--- config.mk ---
export PLATFORM = sky130hd
export DESIGN_NAME = fpaddsub_normalize_stage
export DESIGN_NICKNAME = d
export VERILOG_FILES = /design/src/rtl/fpaddsub_pkg.sv /design/src/rtl/fpaddsub_norm_shifter.sv /design/src/rtl/fpaddsub_normalize_stage.sv
export SDC_FILE = /design/constraint.sdc
export NUM_CORES = 1
export LEC_CHECK = 0
export CORE_MARGIN = 4
export CORE_UTILIZATION = 40
export DETAILED_ROUTE_END_ITERATION = 10
export PLACE_DENSITY_LB_ADDON = 0.05
export SKIP_LAST_GASP = 1
export SLEW_MARGIN = 30
export SYNTH_ARGS = -nofsm -noshare
export SYNTH_HDL_FRONTEND = slang
export SYNTH_SLANG_ARGS = --single-unit
--- constraint.sdc ---
create_clock -name clk -period 6.85 [get_ports clk]
set_input_delay 1.37 -clock clk [delete_from_list [all_inputs] [get_ports clk]]
set_output_delay 1.37 -clock clk [all_outputs]
set_load 0.03 [all_outputs]
--- src/rtl/fpaddsub_pkg.sv ---
// fpaddsub_pkg: shared widths, constants and result bundle for the FP add/sub normalize stage
package fpaddsub_pkg;
   localparam int MANT_W = 26;
   localparam int EXP_W = 8;
   localparam int SHIFT_W = 6;
   localparam logic [EXP_W-1:0] EXP_MAX = '1;
   localparam int HIDDEN_BIT = 24;
   localparam logic [SHIFT_W-1:0] LNC_ZERO = 6'd26;
   typedef struct packed {
      logic [MANT_W-1:0] mant;
      logic [EXP_W-1:0]  exp;
      logic              sign;
      logic              zero;
      logic              uf;
      logic              ovf;
   } norm_res_t;
endpackage

--- src/rtl/fpaddsub_norm_shifter.sv ---
// fpaddsub_norm_shifter: right-by-1 with sticky (lnc==0) or left-by-(lnc-1) significand shift
//   sum  : raw significand sum
//   lnc  : leading-nought count, already clamped to 0..26
//   mant : shifted significand
module fpaddsub_norm_shifter
   import fpaddsub_pkg::*;
(
   input  logic [MANT_W-1:0]  sum,
   input  logic [SHIFT_W-1:0] lnc,
   output logic [MANT_W-1:0]  mant
);
   always_comb
      mant = (lnc == '0) ? {1'b0, sum[MANT_W-1:2], |sum[1:0]} : sum << (lnc - SHIFT_W'(1));
endmodule

--- src/rtl/fpaddsub_normalize_stage.sv ---
// fpaddsub_normalize_stage: 2-stage elastic normalization of the FP add/sub significand sum
//   clk, rst (async, active-low)
//   in_valid/in_ready, in_sum, in_exp, in_sign, in_lnc : unnormalized sum from the LNC stage
//   out_valid/out_ready, out_mant, out_exp, out_sign, out_zero, out_uf, out_ovf : to rounding
module fpaddsub_normalize_stage
   import fpaddsub_pkg::*;
(
   input  logic               clk,
   input  logic               rst,
   input  logic               in_valid,
   output logic               in_ready,
   input  logic [MANT_W-1:0]  in_sum,
   input  logic [EXP_W-1:0]   in_exp,
   input  logic               in_sign,
   input  logic [SHIFT_W-1:0] in_lnc,
   output logic               out_valid,
   input  logic               out_ready,
   output logic [MANT_W-1:0]  out_mant,
   output logic [EXP_W-1:0]   out_exp,
   output logic               out_sign,
   output logic               out_zero,
   output logic               out_uf,
   output logic               out_ovf
);
   logic               s1_valid_q, s1_valid_d, s2_valid_q, s2_valid_d;
   logic [MANT_W-1:0]  s1_mant_q, s1_mant_d, sh_mant;
   logic [SHIFT_W-1:0] s1_lnc_q, s1_lnc_d, lnc_c;
   logic [EXP_W-1:0]   s1_exp_q, s1_exp_d;
   logic               s1_sign_q, s1_sign_d;
   logic               s1_adv, s2_adv, zero, ovf, uf;
   // two guard bits so both exp+1 (up to 256) and exp-24 (down to -24) fit as two's complement
   logic [EXP_W+1:0]   adj;
   norm_res_t          res_q, res_d, res_n;

   fpaddsub_norm_shifter u_shifter (
      .sum  (in_sum),
      .lnc  (lnc_c),
      .mant (sh_mant)
   );

   always_comb begin
      s2_adv = !s2_valid_q || out_ready;
      s1_adv = !s1_valid_q || s2_adv;
      in_ready = s1_adv;
      lnc_c = (in_lnc > LNC_ZERO) ? LNC_ZERO : in_lnc;
      s1_valid_d = s1_adv ? in_valid : s1_valid_q;
      s1_mant_d = (s1_adv && in_valid) ? sh_mant : s1_mant_q;
      s1_lnc_d = (s1_adv && in_valid) ? lnc_c : s1_lnc_q;
      s1_exp_d = (s1_adv && in_valid) ? in_exp : s1_exp_q;
      s1_sign_d = (s1_adv && in_valid) ? in_sign : s1_sign_q;
      adj = (EXP_W+2)'(s1_exp_q) - (EXP_W+2)'(s1_lnc_q) + (EXP_W+2)'(1);
      if (s1_lnc_q == '0)
         adj = (EXP_W+2)'(s1_exp_q) + (EXP_W+2)'(1);
      zero = s1_lnc_q == LNC_ZERO;
      ovf = !zero && s1_lnc_q == '0 && adj >= (EXP_W+2)'(EXP_MAX);
      uf = !zero && !ovf && (adj[EXP_W+1] || adj == '0);
      res_n.mant = (zero || ovf || uf) ? '0 : s1_mant_q;
      res_n.exp = ovf ? EXP_MAX : (zero || uf) ? '0 : adj[EXP_W-1:0];
      res_n.sign = s1_sign_q;
      res_n.zero = zero;
      res_n.uf = uf;
      res_n.ovf = ovf;
      s2_valid_d = s2_adv ? s1_valid_q : s2_valid_q;
      res_d = (s2_adv && s1_valid_q) ? res_n : res_q;
   end

   always_ff @(posedge clk or negedge rst) begin
      if (!rst) begin
         s1_valid_q <= 1'b0;
         s2_valid_q <= 1'b0;
         s1_mant_q <= '0;
         s1_lnc_q <= '0;
         s1_exp_q <= '0;
         s1_sign_q <= 1'b0;
         res_q <= '0;
      end else begin
         s1_valid_q <= s1_valid_d;
         s2_valid_q <= s2_valid_d;
         s1_mant_q <= s1_mant_d;
         s1_lnc_q <= s1_lnc_d;
         s1_exp_q <= s1_exp_d;
         s1_sign_q <= s1_sign_d;
         res_q <= res_d;
      end
   end

   always_comb begin
      out_valid = s2_valid_q;
      out_mant = res_q.mant;
      out_exp = res_q.exp;
      out_sign = res_q.sign;
      out_zero = res_q.zero;
      out_uf = res_q.uf;
      out_ovf = res_q.ovf;
   end
endmodule
* After elaboration in Yosys (flattened, before gate mapping) *
Index checks and enable logic that the tools add are counted.

word-level totals
  register bits after elaboration = 81
  latch bits = 0
  bits in writable memories = 0
  bits in read-only memories = 0
  bits of input ports = 45
  output and inout bits = 40
  logic and storage cells = 46
  memories kept = 0

operators by class
  $add $sub $neg = 4
  $mul = 0
  divide/modulo/power cells = 0
  order comparisons = 2
  equality and inequality tests = 1
  shifts and indexed selects = 1
  multiplexer cells = 6
  bitwise operators = 0
  reduce and logical (&&, ||, !) cells = 20

operators with widths
  cell                                                  number
  2-to-1 mux 26 bit                                     2
  << shifter 26 x 6 -> 26 bit                           1
  2-to-1 mux 8 bit                                      2
  logical NOT 6 bit                                     2
  adder 9 x 2 -> 10 bit, second input constant          1
  >= comparator 10 x 8 -> 1 bit, second input constant  1
  logical NOT 10 bit                                    1
  2-to-1 mux 10 bit                                     1
  adder 8 x 1 -> 9 bit, second input constant           1
  subtractor 8 x 6 -> 9 bit                             1
  == test 6 x 5 -> 1 bit, second input constant         1
  > comparator 6 x 5 -> 1 bit, second input constant    1
  logical AND 1 bit                                     6
  logical OR 1 bit                                      6
  2-to-1 mux 6 bit                                      1
  subtractor 6 x 1 -> 6 bit, second input constant      1
  logical NOT 1 bit                                     4
  OR reduction 2 bit                                    1

* Depth between registers and ports, before layout *
Gate-level depths: netlist of run 1.

  word-level depth = 11
  depth in mapped cells = 18

* Hierarchy *
From an unflattened synthesis of run 1, not the netlist that was laid out.

unflattened totals
  cell total of the unflattened synthesis = 651
  area, all modules = 6010.8 µm²

by module, submodules not included
  module                    times used  cells an instance  area each (µm²)
  fpaddsub_normalize_stage  1           427                4320.4
  fpaddsub_norm_shifter     1           224                1690.4

* Worst setup path before layout of run 1 *
Ideal clock, no wire load.

  kind = input port to flip-flop
  from = input port in_lnc[5]
  to = register s1_mant_q[19]
  library setup time = 83 ps
  data arrival time = 4809 ps
  data required time = 6767 ps
  slack = 1959 ps
  stages = 15
  path buffers = 7
  cells stage by stage = clkbuf_1 -> and3b_1 -> clkbuf_1 -> inv_2 -> buf_2 -> buf_4 -> ha_1 -> clkbuf_1 -> inv_1 -> buf_1 -> buf_1 -> mux2_2 -> o211ai_1 -> a21oi_1 -> o21ai_0

on the way
  longest elaborated chain between the ends = 5
  elaborated cells between the ends (all ways) = 6

RTL lines
  item                         line                            source
  from (decl)                  fpaddsub_normalize_stage.sv:15  input logic [SHIFT_W-1:0] in_lnc,
  > comparator 6 x 5 -> 1 bit  fpaddsub_normalize_stage.sv:45  lnc_c = (in_lnc > LNC_ZERO) ? LNC_ZERO : in_lnc;
  2-to-1 mux 6 bit *           fpaddsub_normalize_stage.sv:45
  subtractor 6 x 1 -> 6 bit    fpaddsub_norm_shifter.sv:13     mant = (lnc == '0) ? {1'b0, sum[MANT_W-1:2], |sum[1:0]} : sum << (lnc - SHIFT_W'(1));
  << shifter 26 x 6 -> 26 bit  fpaddsub_norm_shifter.sv:13
  2-to-1 mux 26 bit *          fpaddsub_norm_shifter.sv:13
  to (signal assigned)         fpaddsub_normalize_stage.sv:79  s1_mant_q <= s1_mant_d;
  to (decl)                    fpaddsub_normalize_stage.sv:26  logic [MANT_W-1:0] s1_mant_q, s1_mant_d, sh_mant;

Every way passes the cells marked *; elsewhere a longest branch is shown, timed or not.
A chain may end at the register's enable or synchronous reset.

* Worst setup path after layout of run 1 *
  from = input port in_lnc[4]
  to = register s1_mant_q[20]

The elaborated chain is that of the path after synthesis.

==> results by group, run 1 <==
Setup path
  – Slowest CP cell: inv_1
  – Startpoint Class: primary input
  – WP data required: 7.03 ns
  – Worst Setup End Kind: flip-flop
  – R2R Setup Slk: 2.72 ns
  – Reg-to-Reg End: out_mant[4]
  – Path depth of the worst reg2reg path: 14
  – CP Class: in -> reg
  – Crit path DAT: 5.38 ns
  – CP peak stage delay: 0.75 ns
  – Crit path max fanout: 28
  – Cell Chain, Critical Path: clkdlybuf4s50_1, o211ai_1, and3b_1, inv_2, ha_1, inv_1, mux4_2, mux2i_1, nand2_1, a31oi_1, nor2_1, a21oi_1, o21ai_0
  – RR Startpoint: s1_exp_q[0]

GRT
  – Gr usage total: 20.2%
  – Grt total ovfl: 0
  – Antenna violations before repair: 0
  – Vias in the first global route: 4432
  – First-pass GRT wire length: 25200 um
  – Largest net degree at the start of global routing: 82

STA
  – Slew Viols, Final: 0
  – Max Clock Freq: 192 MHz
  – TNS Setup: 0 ns
  – Final worst-path cycle share: 75.9%
  – Worst slew margin: 36.4%
  – Final setup viols: 0
  – Post-route minimum period: 5.20 ns
  – Hold violation count in the final report: 0
  – RSZ-0062 raised after global routing: false
  – Fin Clk Skew: 0.0107 ns
  – Worst Tran Pin Value: 0.953 ns

Clock network
  – CTS sink count: 81
  – Postcts setup bufs: 0
  – H-tree depth: 3
  – Worst skew pair latency: 0.34 ns
  – CTS Buf Count: 9
  – Clock buffer depth: 2
  – Hold_buf cts: 0
  – Worst-path clk slew: 0.06 ns
  – CTS resizes: 0
  – Root Driver: clkbuf_16
  – CTS tree: built

Power
  – Worst-case vdd ir drop: 119 uV
  – Sw Ratio: 36.1%
  – Comb power frac: 38.2%
  – Final Power: 1860 uW
  – Int Power: 1190 uW
  – Reg power frac: 32.7%
  – Clock power frac: 29.1%
  – Power Density: 278 nW/um2
  – NetSw: 672 uW
  – Leak: 0.00285 uW

Layout
  – Layout net count: 689
  – Commonest cells after routing, fill and taps aside: clkdlybuf4s50_1, dfrtp_1, nand2_1
  – Final core utilization: 50.4%
  – Fillers: 1248
  – Share of cells above drive strength 1: 12.4%
  – Diode count: 0
  – Most common cell after layout, fill and taps aside: clkdlybuf4s50_1
  – Layout overhead on the synthesized area: 22.7%
  – Multi-input combinational cell area: 3170 um2
  – Reg area: 2030 um2

Yosys
  – #FFs+latches synth: 81
  – Post-synth top area cell: dfrtp_1
  – Avg Inst Size Synth: 9.59 um2
  – Synth async-reset ratio: 100%
  – Synth top area share: 37.1%
  – Net Count, Synth: 625
  – Netlist cell types: 71
  – Dominant synthesized flop cell: dfrtp_1
  – Register area share after synthesis: 37.1%
  – Synth warnings: 0
  – Number of synthesized flops with an enable pin: 0
  – Synthesized area: 5460 um2
  – Top area cells in the synthesized netlist: dfrtp_1, mux2i_1, nand2_1, mux4_2, o21ai_0
  – Cell count after synthesis: 569

Routing
  – Routed wire length per instance: 19.8 um
  – Total Routed Length: 16100 um
  – Routed vias/inst: 5.81
  – Residual DRC count: 0
  – Starting DRC count in detailed routing: 510
  – Post-DRT Antenna Nets: 0
  – Via count: 4729
  – Drt pass-1 iters: 5

Placed design
  – IO Port Bufs: 84
  – Final RePlAce weighted congestion: 0.919
  – Final HPWL DP: 12100 um

Die
  – Num ports: 85
  – Site Rows: 42
  – Die H: 125 um
  – Die area: 15600 um2
  – Starting Density: 41.1%
  – Core area: 13300 um2
  – Die width: 125 um

Min path
  – Worst Hold Class: reg -> reg
  – Hold path startpoint: s1_mant_q[15]
  – End of the worst hold path: s1_mant_q[15]
  – Worst hold stages: 2

Outcome
  – Run status: completed

Flow run
  – Maxcap violations: 0
[logic make-up after synthesis]
| group | after synthesis | share of synthesized area, % |
|---|---|---|
| muxes | 67 | 14.9 |
| AOI/OAI and AO/OA | 163 | 21.1 |
| adders and majority gates | 11 | 2.66 |
| and+or+nand+nor | 180 | 16.1 |
| xor gates and xnor gates | 18 | 3.03 |
| buffers and inverters | 49 | 4.97 |
| DFF | 81 | 37.1 |
[stage by stage]
stage / area (um2) / hold WS, ns / instances / setup slack [ns]
floorplan: 5460 / 0.449 / 569 / 1.96
global placement: 6340 / 0.463 / 797 / 1.49
detailed placement: 6360 / 0.471 / 798 / 1.32
CTS: 6700 / 0.484 / 814 / 1.68
global route: 6700 / 0.499 / 814 / 1.33
finish: 6700 / 0.483 / 814 / 1.65
[layer usage]
metal | track usage (%) | part of all wire, %
met1 | 31.6 | 51
met2 | 28.6 | 42
met3 | 3.43 | 5.6
met4 | 5.36 | 1.5
met5 | 0 | 0
[registers in the layout, indices dropped and copies added, names as in the netlist]
name,flops
out_mant,26
s1_mant_q,26
out_exp,8
s1_exp_q,8
s1_lnc_q,6
out_ovf,1
out_sign,1
out_uf,1
out_valid,1
out_zero,1
s1_sign_q,1
s1_valid_q,1
[power by group through the flow]
stage	Combinational (uW)	Clock (uW)	Sequential, uW
final	710	542	608
after global routing	767	573	618
after floorplan	398	0	685
after CTS	707	554	608
after detailed placement	704	0	617
after global placement	700	0	616
[critical path: cells and delay by family]
family                   cells  cell delay (ns)
buffers and inverters        3             1.91
AND/OR/NAND/NOR              3             0.38
adder cells (fa/ha/maj)      1             0.47
multiplexers                 2             0.71
AO/OA/AOI/OAI                4             0.51
[how the worst max path moves through the flow]
stage	start	end	slack [ns]	cells past startpoint
final	in_lnc[4]	s1_mant_q[20]	1.65	13
after global routing	in_lnc[3]	s1_mant_q[20]	1.33	13
after CTS	in_lnc[3]	s1_mant_q[20]	1.68	13
after detailed placement	in_lnc[3]	s1_mant_q[20]	1.32	13
after global placement	in_lnc[3]	s1_mant_q[20]	1.49	13
after floorplan	in_lnc[5]	s1_mant_q[19]	1.96	15
[synthesized netlist by cell type (2+ instances only)]
library cell / instances
xnor2_1: 11
a22o_2: 6
o211ai_1: 7
clkbuf_8: 2
nand3b_1: 3
mux2i_1: 42
a32oi_1: 7
nand2_1: 78
a21oi_1: 32
o31ai_1: 2
a22oi_1: 9
o21a_1: 2
and2_1: 3
or4_4: 2
buf_2: 5
nand4_1: 4
a31o_2: 2
mux2_2: 14
nor3_1: 9
buf_6: 6
a211oi_1: 5
a31oi_1: 4
inv_1: 10
xor2_1: 6
mux4_2: 10
a311oi_1: 2
a22o_1: 20
nand4b_1: 2
o21ai_1: 2
nor2_1: 33
a221o_1: 8
ha_1: 10
nand2b_1: 6
buf_1: 2
o21ai_0: 39
dlygate4sd3_1: 2
and3_1: 4
nor4_1: 5
a21o_1: 6
clkbuf_1: 20
nand3_1: 16
a211oi_4: 2
dfrtp_1: 81
[cell type report]
cell class / count / area share (%)
clock buffers: 11 / 3.77
clock inverters: 5 / 1.29
inverters: 11 / 0.617
multi-input cells: 439 / 47.3
flip-flops and latches: 81 / 30.3
well taps: 176 / 3.29
repair buffers: 91 / 13.4
Power figures use the tool's default switching activity.
==> inputs of run 2 (changes only) <==
- clock period: 6.85 -> 4.5 ns (I/O delays scaled with it)
==> run 2 against run 1 <==
Compared with the run above:
- utilization grew 0.24 points
- die area unchanged
- wire length barely moved
- sequential power rose by 52%
- cell area grew 0.47%
- sequential cell count unchanged
- clock skew is 0.0026 ns higher
- combinational power rose by 54%
- setup slack worse by 1.2 ns
- non-clock buffer count increased by 9
- register-to-register slack got worse by 2.3 ns
==> results by group, run 2 (synthesis gave the netlist of run 1 again) <==
STA
  – RSZ-0062 raised after global routing: false
  – Fin Clk Skew: 0.0133 ns (+0.00256 ns)
  – Final worst-path cycle share: 90.4%
  – Hold_ws: 0.483 ns (+0.000253 ns)
  – Slew Viols, Final: 0 (unchanged)
  – Worst slew margin: 35.3% (-1.1 points)
  – Fin worst setup slack: 0.432 ns (-1.22 ns)
  – Max Clock Freq: 246 MHz
  – Worst Tran Pin Value: 0.966 ns (+0.0131 ns)
  – TNS Setup: 0 ns (unchanged)
  – Post-route minimum period: 4.07 ns
  – Hold violation count in the final report: 0 (unchanged)
  – Final setup viols: 0 (unchanged)

Min path
  – End of the worst hold path: s1_mant_q[3]
  – Worst hold stages: 2 (unchanged)
  – Worst Hold Class: reg -> reg
  – Hold path startpoint: s1_mant_q[3]

Die
  – Num ports: 85 (unchanged)
  – Core area: 13300 um2 (unchanged)
  – Die area: 15600 um2 (unchanged)
  – Die width: 125 um (unchanged)
  – Starting Density: 41.1% (unchanged)
  – Site Rows: 42 (unchanged)
  – Die H: 125 um (unchanged)

Clock network
  – CTS Buf Count: 9 (unchanged)
  – CTS sink count: 81 (unchanged)
  – Worst skew pair latency: 0.34 ns (about the same)
  – Worst-path clk slew: 0.07 ns (about the same)
  – CTS tree: built
  – Hold_buf cts: 0 (unchanged)
  – Root Driver: clkbuf_16
  – Postcts setup bufs: 0 (unchanged)
  – Clock buffer depth: 2 (unchanged)
  – CTS resizes: 0 (unchanged)
  – H-tree depth: 3 (unchanged)

Outcome
  – Run status: completed

Placed design
  – Final HPWL DP: 12100 um (+0.19%)
  – Final RePlAce weighted congestion: 0.932 (+1.3%)
  – IO Port Bufs: 84 (unchanged)
  – Dpl ws: 0.247 ns (-1.07 ns)

Setup path
  – Startpoint Class: flip-flop
  – Reg-to-Reg End: out_mant[4]
  – R2R Setup Slk: 0.43 ns (-2.29 ns)
  – CP Class: reg -> reg
  – Path depth of the worst reg2reg path: 14 (unchanged)
  – WP data required: 4.77 ns (-2.26 ns)
  – Worst Setup End Kind: flip-flop
  – Crit path max fanout: 16 (-43%)
  – RR Startpoint: s1_exp_q[0]
  – Crit path DAT: 4.34 ns (-1.04 ns)

Power
  – Sw Ratio: 37.4% (+1.3 points)
  – Int Power: 1730 uW (+46%)
  – Clock power frac: 27.1% (-2.0 points)
  – Power Density: 411 nW/um2 (+48%)
  – NetSw: 1030 uW (+54%)
  – Comb power frac: 39.5% (+1.3 points)
  – Leak: 0.00288 uW (+0.83%)
  – Reg power frac: 33.4% (+0.7 points)
  – Worst-case vdd ir drop: 170 uV (+43%)

Layout
  – Layout overhead on the synthesized area: 23.2%
  – Most common cell after layout, fill and taps aside: clkdlybuf4s50_1
  – Diode count: 0 (unchanged)
  – Share of cells above drive strength 1: 13.6% (+1.2 points)
  – Commonest cells after routing, fill and taps aside: clkdlybuf4s50_1, dfrtp_1, nand2_1
  – Fillers: 1268 (+1.6%)
  – Layout net count: 698 (+1.3%)

Routing
  – Starting DRC count in detailed routing: 351 (-31%)
  – Via count: 4722 (-0.15%)
  – Residual DRC count: 0 (unchanged)
  – Routed vias/inst: 5.74 (-1.2%)
  – Post-DRT Antenna Nets: 0 (unchanged)
  – Drt pass-1 iters: 5 (unchanged)
  – Total Routed Length: 16100 um (about the same)
  – Routed wire length per instance: 19.6 um (-1.1%)

GRT
  – Antenna violations before repair: 0 (unchanged)
  – Vias in the first global route: 4602 (+3.8%)
  – Grt total ovfl: 0 (unchanged)
  – Gr usage total: 20.7% (+0.51 points)
  – First-pass GRT wire length: 26000 um (+3.1%)
  – Largest net degree at the start of global routing: 82 (unchanged)

Flow run
  – Maxcap violations: 0 (unchanged)
[run 2: cell count changes in the layout (fill, tap and decap cells not counted), sizes merged]
cell / before / now
buf: 8 / 17
bufinv: 2 / 1
clkbuf: 11 / 9
clkinv: 2 / 3
clkinvlp: 0 / 1
inv: 12 / 13
[run 2: how the worst max path moves through the flow]
stage	endpoint	startpoint	slack (ns)
2_1_floorplan	s1_mant_q[19]	in_lnc[5]	0.08
3_3_place_gp	s1_mant_q[23]	in_lnc[2]	0.23
3_5_place_dp	s1_mant_q[23]	in_lnc[2]	0.25
4_1_cts	out_mant[4]	s1_exp_q[0]	0.44
5_1_grt	out_mant[12]	s1_exp_q[0]	0.13
6_report	out_mant[4]	s1_exp_q[0]	0.43
[run 2: through the flow]
stage                     total power (uW)  area, um2  util (%)  instances
final                                 2770       6730      50.6        823
after global routing                  2920       6730      50.6        823
after CTS                             2790       6730      50.6        823
after detailed placement              2020       6420      48.3        807
after global placement                2020       6410      48.2        806
after floorplan                       1650       5460         -        569
[run 2: worst max-delay path: stages, from the launching register on]
cell and delay, ns:
dfrtp_1 0.42, inv_1 0.12, ha_1 0.15, inv_1 0.05, fa_1 0.43, a21o_1 0.23
a221oi_1 0.26, o21ai_0 0.22, or4_1 0.54, xor2_1 0.25, a21oi_2 0.12, o2111a_2 0.19
a211oi_4 0.60, buf_6 0.26, a22o_2 0.14
[run 2: metal layers]
metal | global-route usage, % | part of all wire, %
met4 | 4.53 | 0.92
met3 | 5.40 | 6.4
met2 | 29.0 | 42
met5 | 0 | 0
met1 | 31.9 | 51
[run 2: power by group through the flow]
| stage | Clock, uW | Combinational [uW] | Sequential, uW |
|---|---|---|---|
| floorplan | 0 | 605 | 1040 |
| global placement | 0 | 1080 | 934 |
| detailed placement | 0 | 1090 | 936 |
| CTS | 771 | 1090 | 923 |
| global route | 805 | 1180 | 937 |
| finish | 749 | 1090 | 923 |
[run 2: cell type report]
type                            instances  area (um2)  share of cell area, %
Sequential cell                        81        2030                   30.1
Multi-Input combinational cell        439        3170                   47.1
Inverter                               11        41.3                  0.614
Clock buffer                            9         225                   3.35
Timing Repair Buffer                  100         966                   14.4
Clock inverter                          7        77.6                   1.15
Tap cell                              176         220                   3.27
